**config.mk**
```make
export PLATFORM = sky130hd
export DESIGN_NAME = mmu_arbiter_flat
export DESIGN_NICKNAME = d
export VERILOG_FILES = /design/src/rtl/mmu_arb_pkg.sv /design/src/rtl/mmu_arbiter_if.sv /design/src/rtl/rr_arbiter2.sv /design/src/rtl/mmu_arbiter.sv /design/src/flat_wrapper.sv
export SDC_FILE = /design/constraint.sdc
export NUM_CORES = 1
export LEC_CHECK = 0
export ABC_AREA = 1
export CORE_AREA = 2 2 115 201
export DETAILED_ROUTE_END_ITERATION = 10
export DIE_AREA = 0 0 117 203
export HOLD_SLACK_MARGIN = 0.03
export SLEW_MARGIN = 10
export SYNTH_ARGS = -nofsm -noshare
export SYNTH_HDL_FRONTEND = slang
export SYNTH_HIERARCHICAL = 1
export SYNTH_SLANG_ARGS = --single-unit
```
**constraint.sdc**
```tcl
create_clock -name clk -period 4.6 [get_ports clk]
set_clock_uncertainty 0.2 [all_clocks]
set_input_delay 0.92 -clock clk [delete_from_list [all_inputs] [get_ports clk]]
set_output_delay 0.92 -clock clk [all_outputs]
set_load 0.05 [all_outputs]
```
**src/rtl/mmu_arb_pkg.sv**
```systemverilog
// rtl/mmu_arb_pkg.sv - shared constants for the two-port mmu arbiter
package mmu_arb_pkg;

    localparam logic [1:0] ST_IDLE = 2'd0;
    localparam logic [1:0] ST_BUSY = 2'd1;
    localparam logic [1:0] ST_DONE = 2'd2;

    localparam logic [1:0] WIDTH_BYTE = 2'b00;
    localparam logic [1:0] WIDTH_HALF = 2'b01;
    localparam logic [1:0] WIDTH_WORD = 2'b10;

    localparam logic PORT_I = 1'b0;
    localparam logic PORT_D = 1'b1;

endpackage

```
**src/rtl/mmu_arbiter_if.sv**
```systemverilog
// rtl/mmu_arbiter_if.sv - cpu-side request ports and mmu-side bus of the arbiter
interface mmu_arbiter_if;

    logic        i_req;
    logic [31:0] i_address;
    logic        i_ready;
    logic [31:0] i_data_out;
    logic        i_error;

    logic        d_req;
    logic        d_write_enable;
    logic        d_signed_read;
    logic [1:0]  d_data_width;
    logic [31:0] d_address;
    logic [31:0] d_data_in;
    logic        d_ready;
    logic [31:0] d_data_out;
    logic        d_error;

    logic        grant_d;

    logic        mmu_read_enable;
    logic        mmu_write_enable;
    logic        mmu_signed_read;
    logic [1:0]  mmu_data_width;
    logic [31:0] mmu_address;
    logic [31:0] mmu_data_in;
    logic        mmu_mem_ready;
    logic [31:0] mmu_data_out;

    // arbiter view
    modport master (
        input  i_req, i_address,
        input  d_req, d_write_enable, d_signed_read, d_data_width, d_address, d_data_in,
        input  mmu_mem_ready, mmu_data_out,
        output i_ready, i_data_out, i_error,
        output d_ready, d_data_out, d_error,
        output grant_d,
        output mmu_read_enable, mmu_write_enable, mmu_signed_read, mmu_data_width,
        output mmu_address, mmu_data_in
    );

    // cpu + mmu environment view
    modport slave (
        output i_req, i_address,
        output d_req, d_write_enable, d_signed_read, d_data_width, d_address, d_data_in,
        output mmu_mem_ready, mmu_data_out,
        input  i_ready, i_data_out, i_error,
        input  d_ready, d_data_out, d_error,
        input  grant_d,
        input  mmu_read_enable, mmu_write_enable, mmu_signed_read, mmu_data_width,
        input  mmu_address, mmu_data_in
    );

endinterface

```
**src/rtl/rr_arbiter2.sv**
```systemverilog
// rtl/rr_arbiter2.sv - combinational two-way round-robin pick
module rr_arbiter2
    import mmu_arb_pkg::*;
(
    input  logic req_i,
    input  logic req_d,
    input  logic last_grant,
    output logic valid,
    output logic pick_d
);

    // on a tie the port that did not complete last wins
    always_comb begin
        valid  = req_i | req_d;
        pick_d = req_d & (~req_i | (last_grant == PORT_I));
    end

endmodule

```
**src/rtl/mmu_arbiter.sv**
```systemverilog
// rtl/mmu_arbiter.sv - shares one mmu request bus between fetch and load/store ports
module mmu_arbiter
    import mmu_arb_pkg::*;
#(
    parameter int unsigned TIMEOUT_CYCLES = 1024,
    parameter int unsigned CNT_W          = 16
) (
    input  logic          clk,
    input  logic          reset_n,
    mmu_arbiter_if.master bus
);

    localparam bit             WDOG_EN  = (TIMEOUT_CYCLES != 0);
    localparam logic [CNT_W-1:0] TO_LIMIT =
        CNT_W'((TIMEOUT_CYCLES == 0) ? 0 : TIMEOUT_CYCLES - 1);

    logic [1:0]       state_q, state_d;
    logic             last_grant_q, last_grant_d;
    logic [CNT_W-1:0] count_q, count_d;
    logic             grant_d_q, grant_d_d;
    logic             re_q, re_d;
    logic             we_q, we_d;
    logic             signed_q, signed_d;
    logic [1:0]       width_q, width_d;
    logic [31:0]      addr_q, addr_d;
    logic [31:0]      wdata_q, wdata_d;
    logic             i_ready_q, i_ready_d;
    logic [31:0]      i_data_q, i_data_d;
    logic             i_error_q, i_error_d;
    logic             d_ready_q, d_ready_d;
    logic [31:0]      d_data_q, d_data_d;
    logic             d_error_q, d_error_d;

    logic pick_valid;
    logic pick_d;

    rr_arbiter2 u_rr (
        .req_i      (bus.i_req),
        .req_d      (bus.d_req),
        .last_grant (last_grant_q),
        .valid      (pick_valid),
        .pick_d     (pick_d)
    );

    always_comb begin
        state_d      = state_q;
        last_grant_d = last_grant_q;
        count_d      = count_q;
        grant_d_d    = grant_d_q;
        re_d         = re_q;
        we_d         = we_q;
        signed_d     = signed_q;
        width_d      = width_q;
        addr_d       = addr_q;
        wdata_d      = wdata_q;
        i_ready_d    = 1'b0;
        i_data_d     = i_data_q;
        i_error_d    = i_error_q;
        d_ready_d    = 1'b0;
        d_data_d     = d_data_q;
        d_error_d    = d_error_q;

        case (state_q)
            ST_IDLE: begin
                if (pick_valid) begin
                    grant_d_d = pick_d;
                    count_d   = '0;
                    state_d   = ST_BUSY;
                    if (pick_d) begin
                        re_d     = ~bus.d_write_enable;
                        we_d     = bus.d_write_enable;
                        signed_d = bus.d_signed_read;
                        width_d  = bus.d_data_width;
                        addr_d   = bus.d_address;
                        wdata_d  = bus.d_data_in;
                    end else begin
                        // fetches are always unsigned word reads
                        re_d     = 1'b1;
                        we_d     = 1'b0;
                        signed_d = 1'b0;
                        width_d  = WIDTH_WORD;
                        addr_d   = bus.i_address;
                        wdata_d  = '0;
                    end
                end
            end
            ST_BUSY: begin
                if (bus.mmu_mem_ready) begin
                    re_d         = 1'b0;
                    we_d         = 1'b0;
                    last_grant_d = grant_d_q;
                    state_d      = ST_DONE;
                    if (grant_d_q) begin
                        d_ready_d = 1'b1;
                        d_data_d  = bus.mmu_data_out;
                        d_error_d = 1'b0;
                    end else begin
                        i_ready_d = 1'b1;
                        i_data_d  = bus.mmu_data_out;
                        i_error_d = 1'b0;
                    end
                end else begin
                    count_d = count_q + CNT_W'(1);
                    // old count reaching the limit means the enable has been
                    // high for exactly TIMEOUT_CYCLES cycles
                    if (WDOG_EN && count_q == TO_LIMIT) begin
                        re_d    = 1'b0;
                        we_d    = 1'b0;
                        state_d = ST_DONE;
                        if (grant_d_q) begin
                            d_ready_d = 1'b1;
                            d_data_d  = '0;
                            d_error_d = 1'b1;
                        end else begin
                            i_ready_d = 1'b1;
                            i_data_d  = '0;
                            i_error_d = 1'b1;
                        end
                    end
                end
            end
            ST_DONE: begin
                // requests are ignored here so a requester still holding
                // req during its ready pulse is not issued twice
                state_d = ST_IDLE;
            end
            default: begin
                state_d = ST_IDLE;
                re_d    = 1'b0;
                we_d    = 1'b0;
            end
        endcase
    end

    always_ff @(posedge clk) begin
        if (!reset_n) begin
            state_q      <= ST_IDLE;
            last_grant_q <= PORT_I;
            count_q      <= '0;
            grant_d_q    <= 1'b0;
            re_q         <= 1'b0;
            we_q         <= 1'b0;
            signed_q     <= 1'b0;
            width_q      <= 2'b00;
            addr_q       <= '0;
            wdata_q      <= '0;
            i_ready_q    <= 1'b0;
            i_data_q     <= '0;
            i_error_q    <= 1'b0;
            d_ready_q    <= 1'b0;
            d_data_q     <= '0;
            d_error_q    <= 1'b0;
        end else begin
            state_q      <= state_d;
            last_grant_q <= last_grant_d;
            count_q      <= count_d;
            grant_d_q    <= grant_d_d;
            re_q         <= re_d;
            we_q         <= we_d;
            signed_q     <= signed_d;
            width_q      <= width_d;
            addr_q       <= addr_d;
            wdata_q      <= wdata_d;
            i_ready_q    <= i_ready_d;
            i_data_q     <= i_data_d;
            i_error_q    <= i_error_d;
            d_ready_q    <= d_ready_d;
            d_data_q     <= d_data_d;
            d_error_q    <= d_error_d;
        end
    end

    assign bus.grant_d          = grant_d_q;
    assign bus.mmu_read_enable  = re_q;
    assign bus.mmu_write_enable = we_q;
    assign bus.mmu_signed_read  = signed_q;
    assign bus.mmu_data_width   = width_q;
    assign bus.mmu_address      = addr_q;
    assign bus.mmu_data_in      = wdata_q;
    assign bus.i_ready          = i_ready_q;
    assign bus.i_data_out       = i_data_q;
    assign bus.i_error          = i_error_q;
    assign bus.d_ready          = d_ready_q;
    assign bus.d_data_out       = d_data_q;
    assign bus.d_error          = d_error_q;

endmodule

```
**src/flat_wrapper.sv**
```systemverilog
// flat-port wrapper written by rule: the top's interface ports become plain ports
module mmu_arbiter_flat import mmu_arb_pkg::*;
#(
    parameter int unsigned TIMEOUT_CYCLES = 1024,
    parameter int unsigned CNT_W          = 16
)
  (clk, reset_n, bus_i_req, bus_i_address, bus_d_req, bus_d_write_enable, bus_d_signed_read, bus_d_data_width, bus_d_address, bus_d_data_in, bus_mmu_mem_ready, bus_mmu_data_out, bus_i_ready, bus_i_data_out, bus_i_error, bus_d_ready, bus_d_data_out, bus_d_error, bus_grant_d, bus_mmu_read_enable, bus_mmu_write_enable, bus_mmu_signed_read, bus_mmu_data_width, bus_mmu_address, bus_mmu_data_in);
  mmu_arbiter_if bus_i ();
  input  logic clk;
  input  logic reset_n;
  input wire logic [$bits(bus_i.i_req)-1:0] bus_i_req;
  input wire logic [$bits(bus_i.i_address)-1:0] bus_i_address;
  input wire logic [$bits(bus_i.d_req)-1:0] bus_d_req;
  input wire logic [$bits(bus_i.d_write_enable)-1:0] bus_d_write_enable;
  input wire logic [$bits(bus_i.d_signed_read)-1:0] bus_d_signed_read;
  input wire logic [$bits(bus_i.d_data_width)-1:0] bus_d_data_width;
  input wire logic [$bits(bus_i.d_address)-1:0] bus_d_address;
  input wire logic [$bits(bus_i.d_data_in)-1:0] bus_d_data_in;
  input wire logic [$bits(bus_i.mmu_mem_ready)-1:0] bus_mmu_mem_ready;
  input wire logic [$bits(bus_i.mmu_data_out)-1:0] bus_mmu_data_out;
  output wire logic [$bits(bus_i.i_ready)-1:0] bus_i_ready;
  output wire logic [$bits(bus_i.i_data_out)-1:0] bus_i_data_out;
  output wire logic [$bits(bus_i.i_error)-1:0] bus_i_error;
  output wire logic [$bits(bus_i.d_ready)-1:0] bus_d_ready;
  output wire logic [$bits(bus_i.d_data_out)-1:0] bus_d_data_out;
  output wire logic [$bits(bus_i.d_error)-1:0] bus_d_error;
  output wire logic [$bits(bus_i.grant_d)-1:0] bus_grant_d;
  output wire logic [$bits(bus_i.mmu_read_enable)-1:0] bus_mmu_read_enable;
  output wire logic [$bits(bus_i.mmu_write_enable)-1:0] bus_mmu_write_enable;
  output wire logic [$bits(bus_i.mmu_signed_read)-1:0] bus_mmu_signed_read;
  output wire logic [$bits(bus_i.mmu_data_width)-1:0] bus_mmu_data_width;
  output wire logic [$bits(bus_i.mmu_address)-1:0] bus_mmu_address;
  output wire logic [$bits(bus_i.mmu_data_in)-1:0] bus_mmu_data_in;
  assign bus_i.i_req = bus_i_req;
  assign bus_i.i_address = bus_i_address;
  assign bus_i.d_req = bus_d_req;
  assign bus_i.d_write_enable = bus_d_write_enable;
  assign bus_i.d_signed_read = bus_d_signed_read;
  assign bus_i.d_data_width = bus_d_data_width;
  assign bus_i.d_address = bus_d_address;
  assign bus_i.d_data_in = bus_d_data_in;
  assign bus_i.mmu_mem_ready = bus_mmu_mem_ready;
  assign bus_i.mmu_data_out = bus_mmu_data_out;
  assign bus_i_ready = bus_i.i_ready;
  assign bus_i_data_out = bus_i.i_data_out;
  assign bus_i_error = bus_i.i_error;
  assign bus_d_ready = bus_i.d_ready;
  assign bus_d_data_out = bus_i.d_data_out;
  assign bus_d_error = bus_i.d_error;
  assign bus_grant_d = bus_i.grant_d;
  assign bus_mmu_read_enable = bus_i.mmu_read_enable;
  assign bus_mmu_write_enable = bus_i.mmu_write_enable;
  assign bus_mmu_signed_read = bus_i.mmu_signed_read;
  assign bus_mmu_data_width = bus_i.mmu_data_width;
  assign bus_mmu_address = bus_i.mmu_address;
  assign bus_mmu_data_in = bus_i.mmu_data_in;
  mmu_arbiter #(.TIMEOUT_CYCLES(TIMEOUT_CYCLES), .CNT_W(CNT_W)) u_core (.clk(clk), .reset_n(reset_n), .bus(bus_i));
endmodule
```
==> results_dict.tcl <==
set metrics [dict create \
    tns_ps 0 \
    maxSlewHeadroom_pct 34.28 \
    post-route-util_pct 45.46 \
    cp-end-kind "register" \
    area_growth_pct 53.21 \
    leakage_uw 0.004204 \
    root_buffer "clkbuf_16" \
    drc 0 \
    htree_levels 4 \
    syn-num-nets 1037 \
    initial_utilization_pct 29.67 \
    busiest_layer "met2" \
    cts_made_buffers 17 \
    combPwrFrac_pct 22.8 \
    p_int_uw 2605 \
    syn_inst 899 \
    synth_top_area_share_pct 47.99 \
    wl_um 21500 \
    holdWs_ps 256.9 \
    fmax_ghz 0.3320 \
    hold_path.class "register to register" \
    ctsHoldBuffers 0 \
    ys_ff_latch 157 \
    grt_use_met2_pct 31.98 \
    p_sw_uw 1158 \
    gr-usage-all-layers_pct 18.29 \
    vdd_ir_drop_max_mv 0.2297 \
    viasPerCell 4.549 \
    min_path_cells 2 \
    fin_area_sq_mm 0.01003 \
    rsz0062_at_grt "false" \
    cp_cell_sequence "clkdlybuf4s50_1 > or2_1 > nand2_1 > inv_2 > nor2_4 > buf_4 > o21ai_0 > a21oi_1" \
    status "complete, no violations" \
    postCtsSetupBuffers 0 \
    swShare_pct 30.77 \
    die_h_um 203 \
    worst_pin_slew_ps 985.8 \
    vias 6592 \
    grt_max_degree 94 \
    core.rowCount 72 \
    r2r_end "u_core/bus.d_data_out[24]$_SDFFE_PN0P_" \
    clockBufferDepth 2 \
    syn_avg_cell_area_sq_um 7.285 \
    layout_common_cells "clkdlybuf4s50_1 (273), nand2_1 (243), dfxtp_1 (157)" \
    r2r-start "u_core/count_q[0]$_SDFFE_PN0P_" \
    clock-sinks 157 \
    start_kind "primary input" \
    cts_resized 0 \
    seq_area_frac_synth_pct 47.99 \
    fin_crit_sh_pct 65.47 \
    critPathLaunch "bus_i_req" \
    cts_tree "yes" \
    synthDistinctLibCells 27 \
    reg2reg_depth 10 \
    ant_nets 0 \
    hpwl_um 15330 \
    cp_max_fo 66 \
    path_clk_slew_ps 60 \
    dr.pass1.iters 4 \
    cpPeakStageDelay_ps 450 \
    die_w_um 117 \
    die_area_sq_mm 0.02375 \
    grt_pass1_vias 6450 \
    nets 1279 \
    seqPwrFrac_pct 39.6 \
    coreArea_sq_mm 0.02207 \
    drive_gt1_share_pct 6.250 \
    met1_usage_pct 19.94 \
    yosysTopAreaCell "dfxtp_1" \
    slowest_stage "buf_4" \
    maxSlewViolCount 0 \
    drt_first_iter_violations 388 \
    arrival_ps 3170 \
    layout_commonest_cell "clkdlybuf4s50_1" \
    synth_area_leaders "dfxtp_1 (48%), nand2_1 (14%), nor2_1 (6.9%), a32o_1 (5.2%), inv_1 (5.0%)" \
    power_uw 3762 \
    hold_path_end "u_core/bus.d_error$_SDFFE_PN0P_" \
    wl_per_cell_um 14.84 \
    power_density_mw_per_mm2 375.0 \
    min-delay-start "u_core/bus.d_error$_SDFFE_PN0P_" \
    ioPinCount 275 \
    synth_warnings 6 \
    io_buffers 274 \
    cp.required_ps 4760 \
    place_area_sq_mm 0.009453 \
    cap_violations 0 \
    place_congestion 0.8173 \
    layout_min_cycle_time_ps 3012 \
    antenna_found_initial 1 \
    clockPowerShare_pct 37.6 \
    r2r_setup_slack_ps 2050 \
    netlist_area_sq_mm 0.006549 \
    hold_viol 0 \
    worstSkewPairLatency_ps 430 \
    setup_viol 0 \
    path_class "primary input to register" \
    grt_pass1_wl_um 33680 \
    use_met3_pct 5.403 \
    gr-total-overflow 0 \
]
==> kinds of logic (layout without fill, tap and decap cells) <==
| kind of cell | count (synthesis) | in the layout | share of synthesized area [%] |
|---|---|---|---|
| buf+inv | 152 | 405 | 9.629 |
| simple gates | 436 | 436 | 27.09 |
| fa+ha+maj | 1 | 1 | 0.1910 |
| compound gates | 153 | 153 | 15.09 |
| flops | 157 | 157 | 47.99 |
| other cells | 0 | 1 | 0 |
==> area by class of cell <==
| cell class | count | area (sq um) |
|---|---|---|
| Fill cell | 2248 | 12040 |
| Sequential cell | 157 | 3143 |
| Timing Repair Buffer | 283 | 2808 |
| Multi-Input combinational cell | 590 | 2786 |
| Clock buffer | 18 | 429.2 |
| Tap cell | 296 | 370.4 |
| Inverter | 92 | 345.3 |
| Clock inverter | 12 | 148.9 |
| Antenna cell | 1 | 2.502 |
==> cell usage after synthesis, drive strengths merged <==
master	n
dfxtp	157
clkbuf	25
o21bai	2
buf	35
a22o	1
or2	1
nand3	38
nand2	247
nand4	1
inv	92
a21oi	41
o21ai	43
nor4	1
a32o	34
nor3	4
ha	1
nor2	142
and3	2
a31oi	32
==> state kept, by name, summed over array words and instances (netlist names) <==
register	flops
u_core/count_q	16
u_core/bus.d_data_out	32
u_core/bus.mmu_address	32
u_core/bus.mmu_signed_read	1
u_core/bus.i_error	1
u_core/bus.grant_d	1
u_core/last_grant_q	1
u_core/bus.mmu_data_width	2
u_core/bus.i_data_out	32
u_core/bus.mmu_write_enable	1
u_core/state_q	2
u_core/bus.mmu_data_in	32
u_core/bus.mmu_read_enable	1
u_core/bus.d_ready	1
u_core/bus.i_ready	1
u_core/bus.d_error	1
==> metal layers <==
metal	share of wire, %	vias up
met5	0	-
met4	2.8	0
met3	6.8	26
met2	52	214
met1	38	2987
li1	-	3365
==> per-stage QoR <==
stage | cells | worst slack (ps)
6_report | 1449 | 1588
4_1_cts | 1448 | 1595
2_1_floorplan | 899 | 2399
3_5_place_dp | 1418 | 1153
3_3_place_gp | 1418 | 1191
5_1_grt | 1449 | 1367
==> critical path, delay by kind of cell <==
family / cells / cell delay (ps)
and+or+nand+nor: 3 / 640
AOI/OAI and AO/OA: 2 / 310
buffers and inverters: 3 / 1270
==> worst max-delay path by stage <==
stage                                                end  slack, ps  depth (start not counted)
after CTS                 u_core/count_q[8]$_SDFFE_PN0P_       1600                          8
after global placement    u_core/count_q[9]$_SDFFE_PN0P_       1190                          8
after detailed placement  u_core/count_q[8]$_SDFFE_PN0P_       1150                          8
final                     u_core/count_q[8]$_SDFFE_PN0P_       1590                          8
after global routing      u_core/count_q[9]$_SDFFE_PN0P_       1370                          8
after floorplan           u_core/count_q[5]$_SDFFE_PN0P_       2400                          8
==> power groups by stage <==
stage	Combinational [uW]	Clock, uW	Sequential, uW
2_1_floorplan	242	0	1800
3_3_place_gp	863	0	1520
3_5_place_dp	862	0	1520
4_1_cts	865	1460	1490
5_1_grt	919	1500	1500
6_report	857	1420	1490
(Power assumes the default switching activity.)
